--- config.mk ---
export PLATFORM = sky130hd
export DESIGN_NAME = mem_access
export DESIGN_NICKNAME = d
export VERILOG_FILES = /design/src/rtl/mem_pkg.sv /design/src/rtl/load_align.sv /design/src/rtl/mem_access.sv
export SDC_FILE = /design/constraint.sdc
export NUM_CORES = 1
export LEC_CHECK = 0
export ABC_CLOCK_PERIOD_IN_PS = 4500
export BUFFER_PORTS_ARGS = -buffer_cell sky130_fd_sc_hd__buf_4
export CORE_MARGIN = 8
export CORE_UTILIZATION = 52
export CTS_CLUSTER_DIAMETER = 80
export DETAILED_ROUTE_END_ITERATION = 16
export PLACE_DENSITY = 0.83
export SLEW_MARGIN = 20
export SYNTH_ARGS = -nofsm -noshare
export SYNTH_HDL_FRONTEND = slang
export SYNTH_SLANG_ARGS = --single-unit
export TNS_END_PERCENT = 30
--- constraint.sdc ---
create_clock -name clk -period 4.5 [get_ports clk]
set_input_delay 0.9 -clock clk [delete_from_list [all_inputs] [get_ports clk]]
set_output_delay 0.9 -clock clk [all_outputs]
set_load 0.01 [all_outputs]
--- src/rtl/mem_pkg.sv ---
// Shared definitions for the MEM-stage load/store unit: funct3 codes, FSM
// state encoding and store lane/misalignment helpers.
package mem_pkg;

  localparam int XLEN = 32;

  localparam logic [2:0] F3_B  = 3'b000;
  localparam logic [2:0] F3_H  = 3'b001;
  localparam logic [2:0] F3_W  = 3'b010;
  localparam logic [2:0] F3_BU = 3'b100;
  localparam logic [2:0] F3_HU = 3'b101;

  typedef enum logic [1:0] {
    IDLE = 2'd0,
    REQ  = 2'd1,
    RESP = 2'd2
  } state_e;

  function automatic logic [3:0] store_wbe(input logic [2:0] f3, input logic [1:0] off);
    case (f3)
      F3_B:    return 4'b0001 << off;
      F3_H:    return 4'b0011 << {off[1], 1'b0};
      F3_W:    return 4'b1111;
      default: return 4'b0000;
    endcase
  endfunction

  // Replicate the narrow operand across all lanes; the byte enables pick the lane.
  function automatic logic [XLEN-1:0] store_data(input logic [2:0] f3, input logic [XLEN-1:0] wdata);
    case (f3)
      F3_B:    return {4{wdata[7:0]}};
      F3_H:    return {2{wdata[15:0]}};
      default: return wdata;
    endcase
  endfunction

  function automatic logic misaligned(input logic we, input logic [2:0] f3, input logic [1:0] off);
    case (f3)
      F3_H:    return off[0];
      F3_HU:   return !we && off[0];
      F3_W:    return off != 2'b00;
      default: return 1'b0;
    endcase
  endfunction

endpackage

--- src/rtl/load_align.sv ---
// Combinational load extraction: picks the byte/half lane from the read word
// and sign- or zero-extends it according to funct3.
module load_align
  import mem_pkg::*;
(
  input  logic [XLEN-1:0] rdata,
  input  logic [2:0]      funct3,
  input  logic [1:0]      off,
  output logic [XLEN-1:0] data
);

  logic [7:0]  byte_sel;
  logic [15:0] half_sel;

  always_comb begin
    byte_sel = rdata[{off, 3'b000} +: 8];
    half_sel = rdata[{off[1], 4'b0000} +: 16];
    case (funct3)
      F3_B:    data = {{24{byte_sel[7]}}, byte_sel};
      F3_H:    data = {{16{half_sel[15]}}, half_sel};
      F3_W:    data = rdata;
      F3_BU:   data = {24'h0, byte_sel};
      F3_HU:   data = {16'h0, half_sel};
      default: data = '0;
    endcase
  end

endmodule

--- src/rtl/mem_access.sv ---
// MEM-stage load/store unit: IDLE/REQ/RESP handshake with a word-addressed data
// memory. Optional misalignment trap enabled by defining MEM_MISALIGN_CHECK_EN.
module mem_access
  import mem_pkg::*;
#(
  parameter int DWIDTH = 32,
  parameter int AWIDTH = 14
) (
  input  logic              clk,
  input  logic              rst,
  input  logic              req_valid,
  output logic              req_ready,
  input  logic [DWIDTH-1:0] req_addr,
  input  logic [DWIDTH-1:0] req_wdata,
  input  logic              req_we,
  input  logic [2:0]        req_funct3,
  input  logic [4:0]        req_rd,
  output logic              mem_req_valid,
  input  logic              mem_req_ready,
  output logic [AWIDTH-1:0] mem_addr,
  output logic [DWIDTH-1:0] mem_wdata,
  output logic [3:0]        mem_wbe,
  input  logic              mem_rvalid,
  input  logic [DWIDTH-1:0] mem_rdata,
  output logic              wb_valid,
  output logic [4:0]        wb_rd,
  output logic [DWIDTH-1:0] wb_data
`ifdef MEM_MISALIGN_CHECK_EN
  ,
`else
  ,
`endif
  output logic              misalign
);

  state_e              state_q, state_d;
  logic [AWIDTH-1:0]   addr_q;
  logic [1:0]          off_q;
  logic [3:0]          wbe_q;
  logic [DWIDTH-1:0]   wdata_q;
  logic                we_q;
  logic [2:0]          f3_q;
  logic [4:0]          rd_q;
  logic                wb_valid_q;
  logic [4:0]          wb_rd_q;
  logic [DWIDTH-1:0]   wb_data_q;
  logic                misalign_q;
  logic                accept;
  logic                bad_align;
  logic [DWIDTH-1:0]   load_data;
  logic                unused_addr_hi;

  assign unused_addr_hi = ^req_addr[DWIDTH-1:AWIDTH+2];

`ifdef MEM_MISALIGN_CHECK_EN
  assign bad_align = misaligned(req_we, req_funct3, req_addr[1:0]);
`else
  // Without the check, low offset bits are simply ignored by the lane logic.
  assign bad_align = 1'b0;
`endif

  assign accept = (state_q == IDLE) && req_valid;

  always_comb begin
    state_d = state_q;
    case (state_q)
      IDLE:    if (req_valid && !bad_align) state_d = REQ;
      REQ:     if (mem_req_ready) state_d = we_q ? IDLE : RESP;
      RESP:    if (mem_rvalid) state_d = IDLE;
      default: state_d = IDLE;
    endcase
  end

  always_ff @(posedge clk) begin
    if (rst) state_q <= IDLE;
    else     state_q <= state_d;
  end

  load_align u_load_align (
    .rdata  (mem_rdata),
    .funct3 (f3_q),
    .off    (off_q),
    .data   (load_data)
  );

  // NOTE: the datapath registers are reset as well because wb_rd/wb_data must
  // read zero after reset, not merely be qualified by wb_valid.
  always_ff @(posedge clk) begin
    if (rst) begin
      addr_q     <= '0;
      off_q      <= '0;
      wbe_q      <= '0;
      wdata_q    <= '0;
      we_q       <= 1'b0;
      f3_q       <= '0;
      rd_q       <= '0;
      wb_valid_q <= 1'b0;
      wb_rd_q    <= '0;
      wb_data_q  <= '0;
      misalign_q <= 1'b0;
    end else begin
      wb_valid_q <= 1'b0;
      misalign_q <= 1'b0;
      if (accept) begin
        addr_q     <= req_addr[AWIDTH+1:2];
        off_q      <= req_addr[1:0];
        wbe_q      <= req_we ? store_wbe(req_funct3, req_addr[1:0]) : 4'b0000;
        wdata_q    <= store_data(req_funct3, req_wdata);
        we_q       <= req_we;
        f3_q       <= req_funct3;
        rd_q       <= req_rd;
        misalign_q <= bad_align;
      end
      if ((state_q == RESP) && mem_rvalid) begin
        wb_valid_q <= 1'b1;
        wb_rd_q    <= rd_q;
        wb_data_q  <= load_data;
      end
    end
  end

  // Request fields are only visible while the request is pending.
  assign req_ready     = (state_q == IDLE);
  assign mem_req_valid = (state_q == REQ);
  assign mem_addr      = mem_req_valid ? addr_q  : '0;
  assign mem_wbe       = mem_req_valid ? wbe_q   : '0;
  assign mem_wdata     = mem_req_valid ? wdata_q : '0;
  assign wb_valid      = wb_valid_q;
  assign wb_rd         = wb_rd_q;
  assign wb_data       = wb_data_q;
  assign misalign      = misalign_q;

endmodule
Yosys cells after proc, flatten, opt, wreduce, memory -nomap -nowiden
Index checks and enable logic that the tools add are counted.
Widths: inputs -> output; s select.

word-level totals
  bits in registers = 101
  bits of input ports = 110
  output and inout bits = 91
  word-level logic and storage cells = 45

operators by class
  eq/ne operators = 11
  shifts and indexed selects = 4
  mux-type cells = 13
  reductions and logical operators = 6

operators by type and width
  operator             number
  $pmux 32 s5          1
  $pmux 32 s2          1
  $mux 32              1
  $shiftx 32x6->16     1
  $shiftx 32x6->8      1
  $mux 14              1
  $pmux 4 s3           1
  $mux 2               4
  $mux 4               2
  $eq 3x1->1 const B   2
  $eq 3x2->1 const B   2
  $eq 3x3->1 const B   2
  $logic_not 3->1      2
  $pmux 2 s3           1
  $ne 2x2->1 const B   2
  $shl 1x2->4 const A  1
  $shl 2x2->4 const A  1
  $reduce_and 3->1     1
  $eq 2x1->1 const B   1
  $eq 2x2->1 const B   1
  $logic_and 1x1->1    2
  $logic_not 2->1      1
  $ne 2x1->1 const B   1
  $mux 1               1

Logic depth before layout (Yosys ltp)
Gate-level depths: netlist of the first run.

  word-level depth = 3
  depth in mapped cells = 7

By module
A second synthesis of the first run with hierarchy kept.

second synthesis, totals
  cell total of the unflattened synthesis = 653
  area total of the unflattened synthesis = 5163.7 um^2

modules (own cells, without submodules)
  module      times used  cells each  area an instance (um^2)  sequential area each (um^2)
  mem_access  1           536         4341.7                   2021.9
  load_align  1           117         822.0                    0.0

Worst setup path before layout of the first run
Ideal clock, no wire load.

  path type = input to register
  from = input port rst
  to = register wb_data_q[22], in the netlist wb_data[22]
  data arrival time = 2.013 ns
  slack = 2.365 ns
  stages on the path = 6
  path through = buf_2 -> and4bb_1 -> and2_1 -> buf_2 -> buf_4 -> a221o_1

RTL lines
  item                    RTL line           source
  start: declaration      mem_access.sv:10   input logic rst,
  end signal: assignment  mem_access.sv:117  wb_data_q <= load_data;
  end: declaration        mem_access.sv:46   logic [DWIDTH-1:0] wb_data_q;

Worst setup path after layout of the first run
  from = register state_q[0]
  to = output port mem_wdata[22]

on the way
  word-level cells in the longest chain between the ends = 2

ends and longest elaborated chain
  item                      RTL line           source
  start: declaration        mem_access.sv:36   state_e state_q, state_d;
  start signal: assignment  mem_access.sv:76   else state_q <= state_d;
  $eq 2x1->1                mem_access.sv:124  assign mem_req_valid = (state_q == REQ);
  $mux 32                   mem_access.sv:127  assign mem_wdata = mem_req_valid ? wdata_q : '0;
  end: declaration          mem_access.sv:21   output logic [DWIDTH-1:0] mem_wdata,

Every way passes these cells.

==> impl_metrics.toml, run 1 <==
[worst_setup_path]
worstPathRequired_ps = 3600
r2r_cells = 4
reg2reg_from = "off_q[1]"
crit_type = "reg2out"
arrival_ps = 1810
crit_start = "state_q[0]"
crit_path_start_kind = "flop"
path_max_fanout = 49
endpoint_kind = "output pin"

[synth]
syn_nets = 651
syn_inst = 541
yosys_most_used_dff = "dfxtp_1"
seq_area_frac_synth_pct = 42.9
async_flop_share_pct = 0
yosysWarnings = 0
synth.avg_cell_area_um2 = 8.71
synth_seq_cells = 101
synth_edf_count = 0
yosysUniqueCellTypes = 38
syn_area_um2 = 4710

[timing]
setup_viol = 0
fin_worst_skew_ps = 9.03
slew_violations = 0
hold_violations = 0
slew_headroom_pct = 33.4
achievable-frequency_mhz = 369
fin_ws_ps = 1790
tightest_slew_ps = 999
layout_min_cycle_time_ps = 2710
tns_ps = 0
final_min_period_over_clock_period_pct = 60.2
hold_ws_ps = 451
rsz0062_at_grt = "no"

[job]
maxCapViolCount = 0

[die]
die_area_um2 = 12400
placementRows = 34
start_util_pct = 53.8
die_w_um = 111
ios = 201
fp.dieH_um = 111
core-area_um2 = 8760

[cells_and_area]
multi_input_area_um2 = 2480
nets = 803
seqCellArea_um2 = 2020
instances_no_fill = 804
num-fill-cells = 702
syn2layout_area_growth_pct = 32.6
final_core_util_pct = 71.3
antennaDiodeCount = 0
drive_gt1_share_pct = 31.3

[global_route]
grt_max_degree = 72
antenna_found_initial = 0
grt_pass1_vias = 4347
gr-usage-all-layers_pct = 21.4
grt_overflow_total = 0
grt_pass1_wl_um = 22200

[detailed_routing]
detail_route.wl_per_cell_um = 17.3
dr.pass1.iters = 4
drtIter0Drc = 267
wirelength_um = 13900
avgViaCountPerCell = 5.46
ant_nets = 0
vias = 4392
drcViolationCount = 0

[placement]
post-place-cells = 790
dpl.hpwl_um = 10300
dp_slack_ps = 1780
globalplace.congestion = 0.846
port_buffers = 183

[outcome]
outcome = "completed"

[clocking]
root_buffer = "clkbuf_8"
cts_htree_levels = 3
tritoncts = "done"
clock-sinks = 101
cts.path.max_buffers = 2
post_cts.repair.setup_buffers = 0
numCtsBuffers = 9
clkLatencyLatePin_ps = 350
cts-resized-gates = 0
ctsHoldBuffers = 0
clk_pin_slew_worst_paths_ps = 90

[power_and_ir_drop]
p_leak_uw = 0.00285
ir_drop_mv = 0.163
power_density_nw_per_um2 = 303

[worst_hold_path]
hold_path_class = "reg2reg"
hp-start = "wbe_q[1]"
holdPathStages = 2
[per-stage QoR]
step | area (µm²) | power, µW
final | 6250 | 1900
after floorplan | 4710 | 1160
after detailed placement | 6040 | 1310
after global routing | 6250 | 1980
after CTS | 6240 | 1910
after global placement | 6040 | 1300
[critical path, stage by stage, from the launching register on]
cell and delay, ps:
dfxtp_1 410, nor2b_2 260, buf_4 410, and2_1 230
buf_4 130
[cell type report]
| cell class | count | share of cell area, % |
|---|---|---|
| repair buffers | 186 | 22.4 |
| multi-input cells | 393 | 39.7 |
| inverters | 2 | 0.120 |
| clock inverters | 4 | 1.20 |
| well taps | 108 | 2.16 |
| flip-flops and latches | 101 | 32.4 |
| clock buffers | 10 | 2.04 |
[routing by layer]
metal | vias to the layer above | GRT usage [%] | routed length [µm] | share of wire (%)
met5 | - | 0 | 0 | 0
met4 | 0 | 8.44 | 286 | 2.1
met3 | 19 | 6.60 | 1060 | 7.6
met2 | 156 | 35.3 | 6800 | 49
met1 | 2036 | 25.2 | 5780 | 41
li1 | 2181 | - | - | -
[cells in the mapped netlist (2+ instances only)]
| cell | n | area [µm²] |
|---|---|---|
| a211oi_1 | 8 | 60.1 |
| a21o_1 | 9 | 67.6 |
| a21oi_1 | 53 | 265 |
| a221o_1 | 23 | 230 |
| a22oi_1 | 10 | 75.1 |
| a311oi_1 | 8 | 70.1 |
| and2_0 | 3 | 18.8 |
| and2_1 | 56 | 350 |
| and4bb_1 | 2 | 25.0 |
| buf_1 | 7 | 26.3 |
| buf_2 | 10 | 50.1 |
| buf_4 | 2 | 15.0 |
| buf_6 | 3 | 33.8 |
| clkbuf_1 | 23 | 86.3 |
| dfxtp_1 | 101 | 2020 |
| inv_1 | 2 | 7.51 |
| mux2_2 | 7 | 78.8 |
| mux2i_1 | 36 | 360 |
| nand2_1 | 105 | 394 |
| nand2b_1 | 3 | 18.8 |
| nor2_1 | 28 | 105 |
| nor2b_1 | 6 | 37.5 |
| nor3_1 | 2 | 10.0 |
| nor3_4 | 2 | 32.5 |
| o211ai_1 | 9 | 67.6 |
| o21ai_0 | 8 | 40.0 |
| o21ai_1 | 4 | 20.0 |
[registers in the layout, summed over array words and instances, names as in the netlist, 2 cells and up]
register,flops
off_q,2
f3_q,3
rd_q,5
wb_rd,5
wdata_q,32
wb_data,32
wbe_q,4
state_q,2
addr_q,14
[cell usage in the layout, fill, tap and decap left out, types with 2 or more instances in the layout]
master	instances
buf_4	186
nand2_1	105
dfxtp_1	101
and2_1	55
a21oi_1	53
mux2i_1	36
nor2_1	28
a221o_1	23
a22oi_1	10
a21o_1	9
o211ai_1	9
clkbuf_8	9
o21ai_0	8
a311oi_1	8
a211oi_1	8
mux2_2	7
nor2b_1	4
o21ai_1	4
nand2b_1	3
and2_0	3
nor3_4	2
and4bb_1	2
nor3_1	2
inv_1	2
bufinv_16	2
clkinvlp_4	2
[final timing paths]
| check | endpoint | slack, ps |
|---|---|---|
| min reg2reg | wbe_q[1] | 450 |
| min | wbe_q[1] | 450 |
| max reg2reg | wb_data[24] | 2260 |
| max | mem_wdata[22] | 1790 |
[where the power goes]
part	leakage [µW]	internal (µW)	switching [µW]
registers	0.000825	939	28.4
clock network	0.0000945	308	302
logic	0.00193	150	168
total	0.00285	1400	498
[cells by family after synthesis]
kind of cell / synth area share (%)
AOI/OAI and AO/OA: 19.9
buffers and inverters: 4.65
and+or+nand+nor: 22.4
muxes: 10.1
other: 0.0796
DFF: 42.9
Power figures use the tool's default switching activity.
==> inputs of run 2 (changes only) <==
--- a/config.mk
+++ b/config.mk
@@ -5,13 +5,13 @@
 export SDC_FILE = /design/constraint.sdc
 export NUM_CORES = 1
 export LEC_CHECK = 0
-export ABC_CLOCK_PERIOD_IN_PS = 4500
+export ABC_CLOCK_PERIOD_IN_PS = 2850
 export BUFFER_PORTS_ARGS = -buffer_cell sky130_fd_sc_hd__buf_4
 export CORE_MARGIN = 8
-export CORE_UTILIZATION = 52
+export CORE_UTILIZATION = 48
 export CTS_CLUSTER_DIAMETER = 80
 export DETAILED_ROUTE_END_ITERATION = 16
-export PLACE_DENSITY = 0.83
+export PLACE_DENSITY = 0.77
 export SLEW_MARGIN = 20
 export SYNTH_ARGS = -nofsm -noshare
 export SYNTH_HDL_FRONTEND = slang
==> constraint.sdc (replaced) <==
create_clock -name clk -period 2.85 [get_ports clk]
set_input_delay 0.57 -clock clk [delete_from_list [all_inputs] [get_ports clk]]
set_output_delay 0.57 -clock clk [all_outputs]
set_load 0.01 [all_outputs]
==> run 2 against run 1 <==
Sequential power rose by 57%. Die area up 7.1%. Total power rose by 56%. Global-route usage decreased by 0.22 points.
==> impl_metrics.toml, run 2 (synthesis gave the netlist of run 1 again) <==
[outcome]
outcome = "completed"

[worst_setup_path]
slowest_delay_ps = 400
path_buf_inv = 2
worstPathRequired_ps = 2280
rr_endpoint = "wb_data[2]"
crit_path_start_kind = "flop"
reg2reg_from = "off_q[0]"
endpoint_kind = "output pin"
path_max_fanout = 51
arrival_ps = 1720
ff2ff_setup_slack_ps = 900
r2r_cells = 4
slowest_stage = "dfxtp_1"
crit_type = "reg2out"
cp_top_family = "buffers and inverters"
critPathMostFrequentCell = "buf_4"
crit_chain = "nor2b_4 -> buf_4 -> and2_1 -> buf_4"

[global_route]
gr-usage-all-layers_pct = 21.2
grt_pass1_vias = 4376
grt_max_degree = 59
grt_overflow_total = 0
grt_pass1_wl_um = 22300
antenna_found_initial = 0

[die]
die_w_um = 115
fp.dieH_um = 115
die_area_um2 = 13200
ios = 201
placementRows = 36
core-area_um2 = 9640
start_util_pct = 48.9

[timing]
rsz0062_at_grt = "no"
layout_min_cycle_time_ps = 2290
slew_violations = 0
hold_ws_ps = 429
slew_headroom_pct = 49.8
final_min_period_over_clock_period_pct = 80.4
tns_ps = 0
hold_violations = 0
fin_worst_skew_ps = 7.55
tightest_slew_ps = 751
achievable-frequency_mhz = 436
setup_viol = 0

[clocking]
cts.path.max_buffers = 2
cts-resized-gates = 0
ctsHoldBuffers = 0
tritoncts = "done"
root_buffer = "clkbuf_8"
cts_htree_levels = 3
clock-sinks = 101
clk_pin_slew_worst_paths_ps = 90
numCtsBuffers = 9
clkLatencyLatePin_ps = 360
post_cts.repair.setup_buffers = 0

[cells_and_area]
antennaDiodeCount = 0
stdcell_area_um2 = 6320
mostFrequentLayoutCells = "buf_4, nand2_1, dfxtp_1"
drive_gt1_share_pct = 31.9
nets = 807
final_common_cell = "buf_4"
syn2layout_area_growth_pct = 34.1

[power_and_ir_drop]
p_leak_uw = 0.00287
ir_drop_mv = 0.233
power_uw = 2960
power_density_nw_per_um2 = 469

[placement]
globalplace.congestion = 0.833
dpl.hpwl_um = 10500
port_buffers = 183
placed_area_um2 = 6120

[detailed_routing]
detail_route.wl_per_cell_um = 16.8
avgViaCountPerCell = 5.32
ant_nets = 0
drcViolationCount = 0
dr.pass1.iters = 5
wirelength_um = 14100
drtIter0Drc = 321
vias = 4446

[worst_hold_path]
hold_path_class = "in2reg"
hp-start = "mem_rdata[3]"
holdPathStages = 2
whs_endpoint = "wb_data[3]"

[job]
maxCapViolCount = 0
## run 2: cell types whose count changed in the layout (fill, tap and decap cells not counted), sizes merged
cell,change
buf,+4
bufinv,-1
clkbuf,+1
clkinv,+1
inv,+1
## run 2: report_power, final
| group | total, µW | switching [µW] | internal [µW] |
|---|---|---|---|
| logic | 519 | 273 | 245 |
| registers | 1520 | 39.4 | 1480 |
| clock network | 922 | 490 | 432 |
| total | 2960 | 803 | 2160 |
## run 2: worst max-delay path by stage
stage                     from  slack, ps  depth (start not counted)             to
finish              state_q[0]        560                          4   mem_wdata[7]
global route        state_q[0]        400                          4  mem_wdata[22]
CTS                 state_q[0]        520                          4   mem_wdata[7]
detailed placement  mem_rvalid        790                          5    wb_data[30]
global placement    mem_rvalid        820                          5    wb_data[23]
floorplan                  rst       1050                          6    wb_data[22]
## run 2: per-stage QoR
stage / utilization, % / cells / setup slack (ps)
2_1_floorplan: - / 541 / 1050
6_report: 65.5 / 835 / 559
3_5_place_dp: 63.5 / 819 / 794
4_1_cts: 65.5 / 835 / 516
5_1_grt: 65.5 / 835 / 401
3_3_place_gp: 63.5 / 819 / 824
## run 2: cell type report
cell class / count / area (µm²)
Clock buffer: 11 / 141
Clock inverter: 5 / 58.8
Fill cell: 867 / 3320
Inverter: 2 / 7.51
Multi-Input combinational cell: 393 / 2480
Sequential cell: 101 / 2020
Tap cell: 133 / 166
Timing Repair Buffer: 190 / 1440
## run 2: routing by layer
| metal | vias up | part of all wire (%) | wire length [µm] | global-route usage, % |
|---|---|---|---|---|
| li1 | 2185 | - | - | - |
| met4 | 0 | 2.7 | 374 | 8.32 |
| met3 | 26 | 9.3 | 1310 | 8.46 |
| met1 | 2091 | 40 | 5660 | 24.2 |
| met5 | - | 0 | 0 | 0 |
| met2 | 144 | 48 | 6730 | 34.6 |
==> inputs of run 3 (changes only) <==
--- a/config.mk
+++ b/config.mk
@@ -5,13 +5,13 @@
 export SDC_FILE = /design/constraint.sdc
 export NUM_CORES = 1
 export LEC_CHECK = 0
-export ABC_CLOCK_PERIOD_IN_PS = 2850
+export ABC_CLOCK_PERIOD_IN_PS = 2000
 export BUFFER_PORTS_ARGS = -buffer_cell sky130_fd_sc_hd__buf_4
 export CORE_MARGIN = 8
-export CORE_UTILIZATION = 48
+export CORE_UTILIZATION = 43
 export CTS_CLUSTER_DIAMETER = 80
 export DETAILED_ROUTE_END_ITERATION = 16
-export PLACE_DENSITY = 0.77
+export PLACE_DENSITY = 0.73
 export SLEW_MARGIN = 20
 export SYNTH_ARGS = -nofsm -noshare
 export SYNTH_HDL_FRONTEND = slang
==> constraint.sdc (replaced) <==
create_clock -name clk -period 2 [get_ports clk]
set_input_delay 0.4 -clock clk [delete_from_list [all_inputs] [get_ports clk]]
set_output_delay 0.4 -clock clk [all_outputs]
set_load 0.01 [all_outputs]
==> run 3 against run 2 <==
Non-clock buffer count increased by 10. Cell area increased by 2.5%. Critical endpoint is now mem_addr[9]. Combinational power increased by 51%. Largest cell class unchanged. First-iteration DRC count increased by 15%. Critical path depth unchanged.
==> impl_metrics.toml, run 3 (synthesis gave the netlist of run 1 again) <==
[outcome]
outcome = "completed"

[timing]
layout_min_cycle_time_ps = 1890
final_min_period_over_clock_period_pct = 94.4
hold_violations = 0
slew_violations = 0
slew_headroom_pct = 54.0
tns_ps = 0
hold_ws_ps = 267
rsz0062_at_grt = "no"
fin_worst_skew_ps = 16.8
setup_viol = 0
tightest_slew_ps = 689
achievable-frequency_mhz = 529

[die]
core-area_um2 = 10700
ios = 201
die_area_um2 = 14600
start_util_pct = 43.9
fp.dieH_um = 121
placementRows = 38
die_w_um = 121

[clocking]
cts_htree_levels = 3
root_buffer = "clkbuf_8"
clkLatencyLatePin_ps = 360
cts-resized-gates = 0
cts.path.max_buffers = 2
ctsHoldBuffers = 0
numCtsBuffers = 9
clk_pin_slew_worst_paths_ps = 90
clock-sinks = 101
tritoncts = "done"
post_cts.repair.setup_buffers = 0

[cells_and_area]
nets = 817
syn2layout_area_growth_pct = 37.4
antennaDiodeCount = 0
final_common_cell = "buf_4"
mostFrequentLayoutCells = "buf_4, nand2_1, dfxtp_1"
num-fill-cells = 976
drive_gt1_share_pct = 33.0

[worst_hold_path]
hold_path_class = "in2reg"

[global_route]
grt_pass1_vias = 4683
grt_pass1_wl_um = 23500
antenna_found_initial = 0
gr-usage-all-layers_pct = 19.7
grt_overflow_total = 0
grt_max_degree = 54

[worst_setup_path]
ff2ff_setup_slack_ps = 200
crit_type = "reg2out"
slowest_delay_ps = 500
endpoint_kind = "output pin"
worstPathRequired_ps = 1600
cp_top_family = "flip-flops"
path_buf_inv = 2
crit_chain = "nor2b_4 -> clkbuf_16 -> and2_1 -> buf_4"
crit_path_start_kind = "flop"
arrival_ps = 1490
slowest_stage = "dfxtp_1"
path_max_fanout = 26

[job]
maxCapViolCount = 0

[detailed_routing]
avgViaCountPerCell = 5.33
detail_route.wl_per_cell_um = 17.4
drtIter0Drc = 369
dr.pass1.iters = 5
vias = 4541
wirelength_um = 14800
ant_nets = 0
drcViolationCount = 0

[power_and_ir_drop]
power_density_nw_per_um2 = 678
ir_drop_mv = 0.439
p_leak_uw = 0.00296
power_uw = 4390

[placement]
dpl.hpwl_um = 11100
globalplace.congestion = 0.865
port_buffers = 183
run 3: cell types whose count changed in the layout (fill, tap and decap cells not counted), sizes merged:
cell	before	now
buf	190	199
bufinv	1	2
clkbuf	11	12
clkinv	1	2
clkinvlp	2	0
run 3: path summary, 6_finish.rpt:
path / from / cells past startpoint / to
worst max register to register: state_q[1] / 5 / wb_data[27]
worst min register to register: wdata_q[30] / 2 / wdata_q[30]
worst min-delay path: mem_rdata[0] / 2 / wb_data[0]
worst max-delay path: state_q[1] / 4 / mem_addr[9]
run 3: routing by layer:
layer | vias up | wire, µm | GRT usage [%]
li1 | 2214 | - | -
met1 | 2117 | 6180 | 22.9
met2 | 190 | 7110 | 32.9
met3 | 20 | 1290 | 7.41
met4 | 0 | 262 | 5.85
met5 | - | 0 | 0
run 3: final cells by class:
cell class              count  area, µm²  area share, %
clock inverters             5       82.6           1.28
clock buffers              11        141           2.18
repair buffers            200       1560           24.0
flip-flops and latches    101       2020           31.3
well taps                 140        175           2.71
inverters                   2       7.51          0.116
multi-input cells         393       2490           38.4
run 3: report_power, final:
| group | switching (µW) | internal [µW] |
|---|---|---|
| combinational | 405 | 377 |
| sequential | 56.6 | 2110 |
| clock | 693 | 745 |
| total | 1160 | 3230 |
run 3: stage by stage:
| step | instance area (µm²) | worst slack, ps | std cells | util (%) |
|---|---|---|---|---|
| after floorplan | 4710 | 365 | 541 | - |
| after global placement | 6210 | 110 | 835 | 57.8 |
| after detailed placement | 6210 | 49.4 | 835 | 57.8 |
| after CTS | 6440 | 38.5 | 851 | 59.9 |
| after global routing | 6470 | 20.7 | 852 | 60.2 |
| final | 6470 | 111 | 852 | 60.2 |
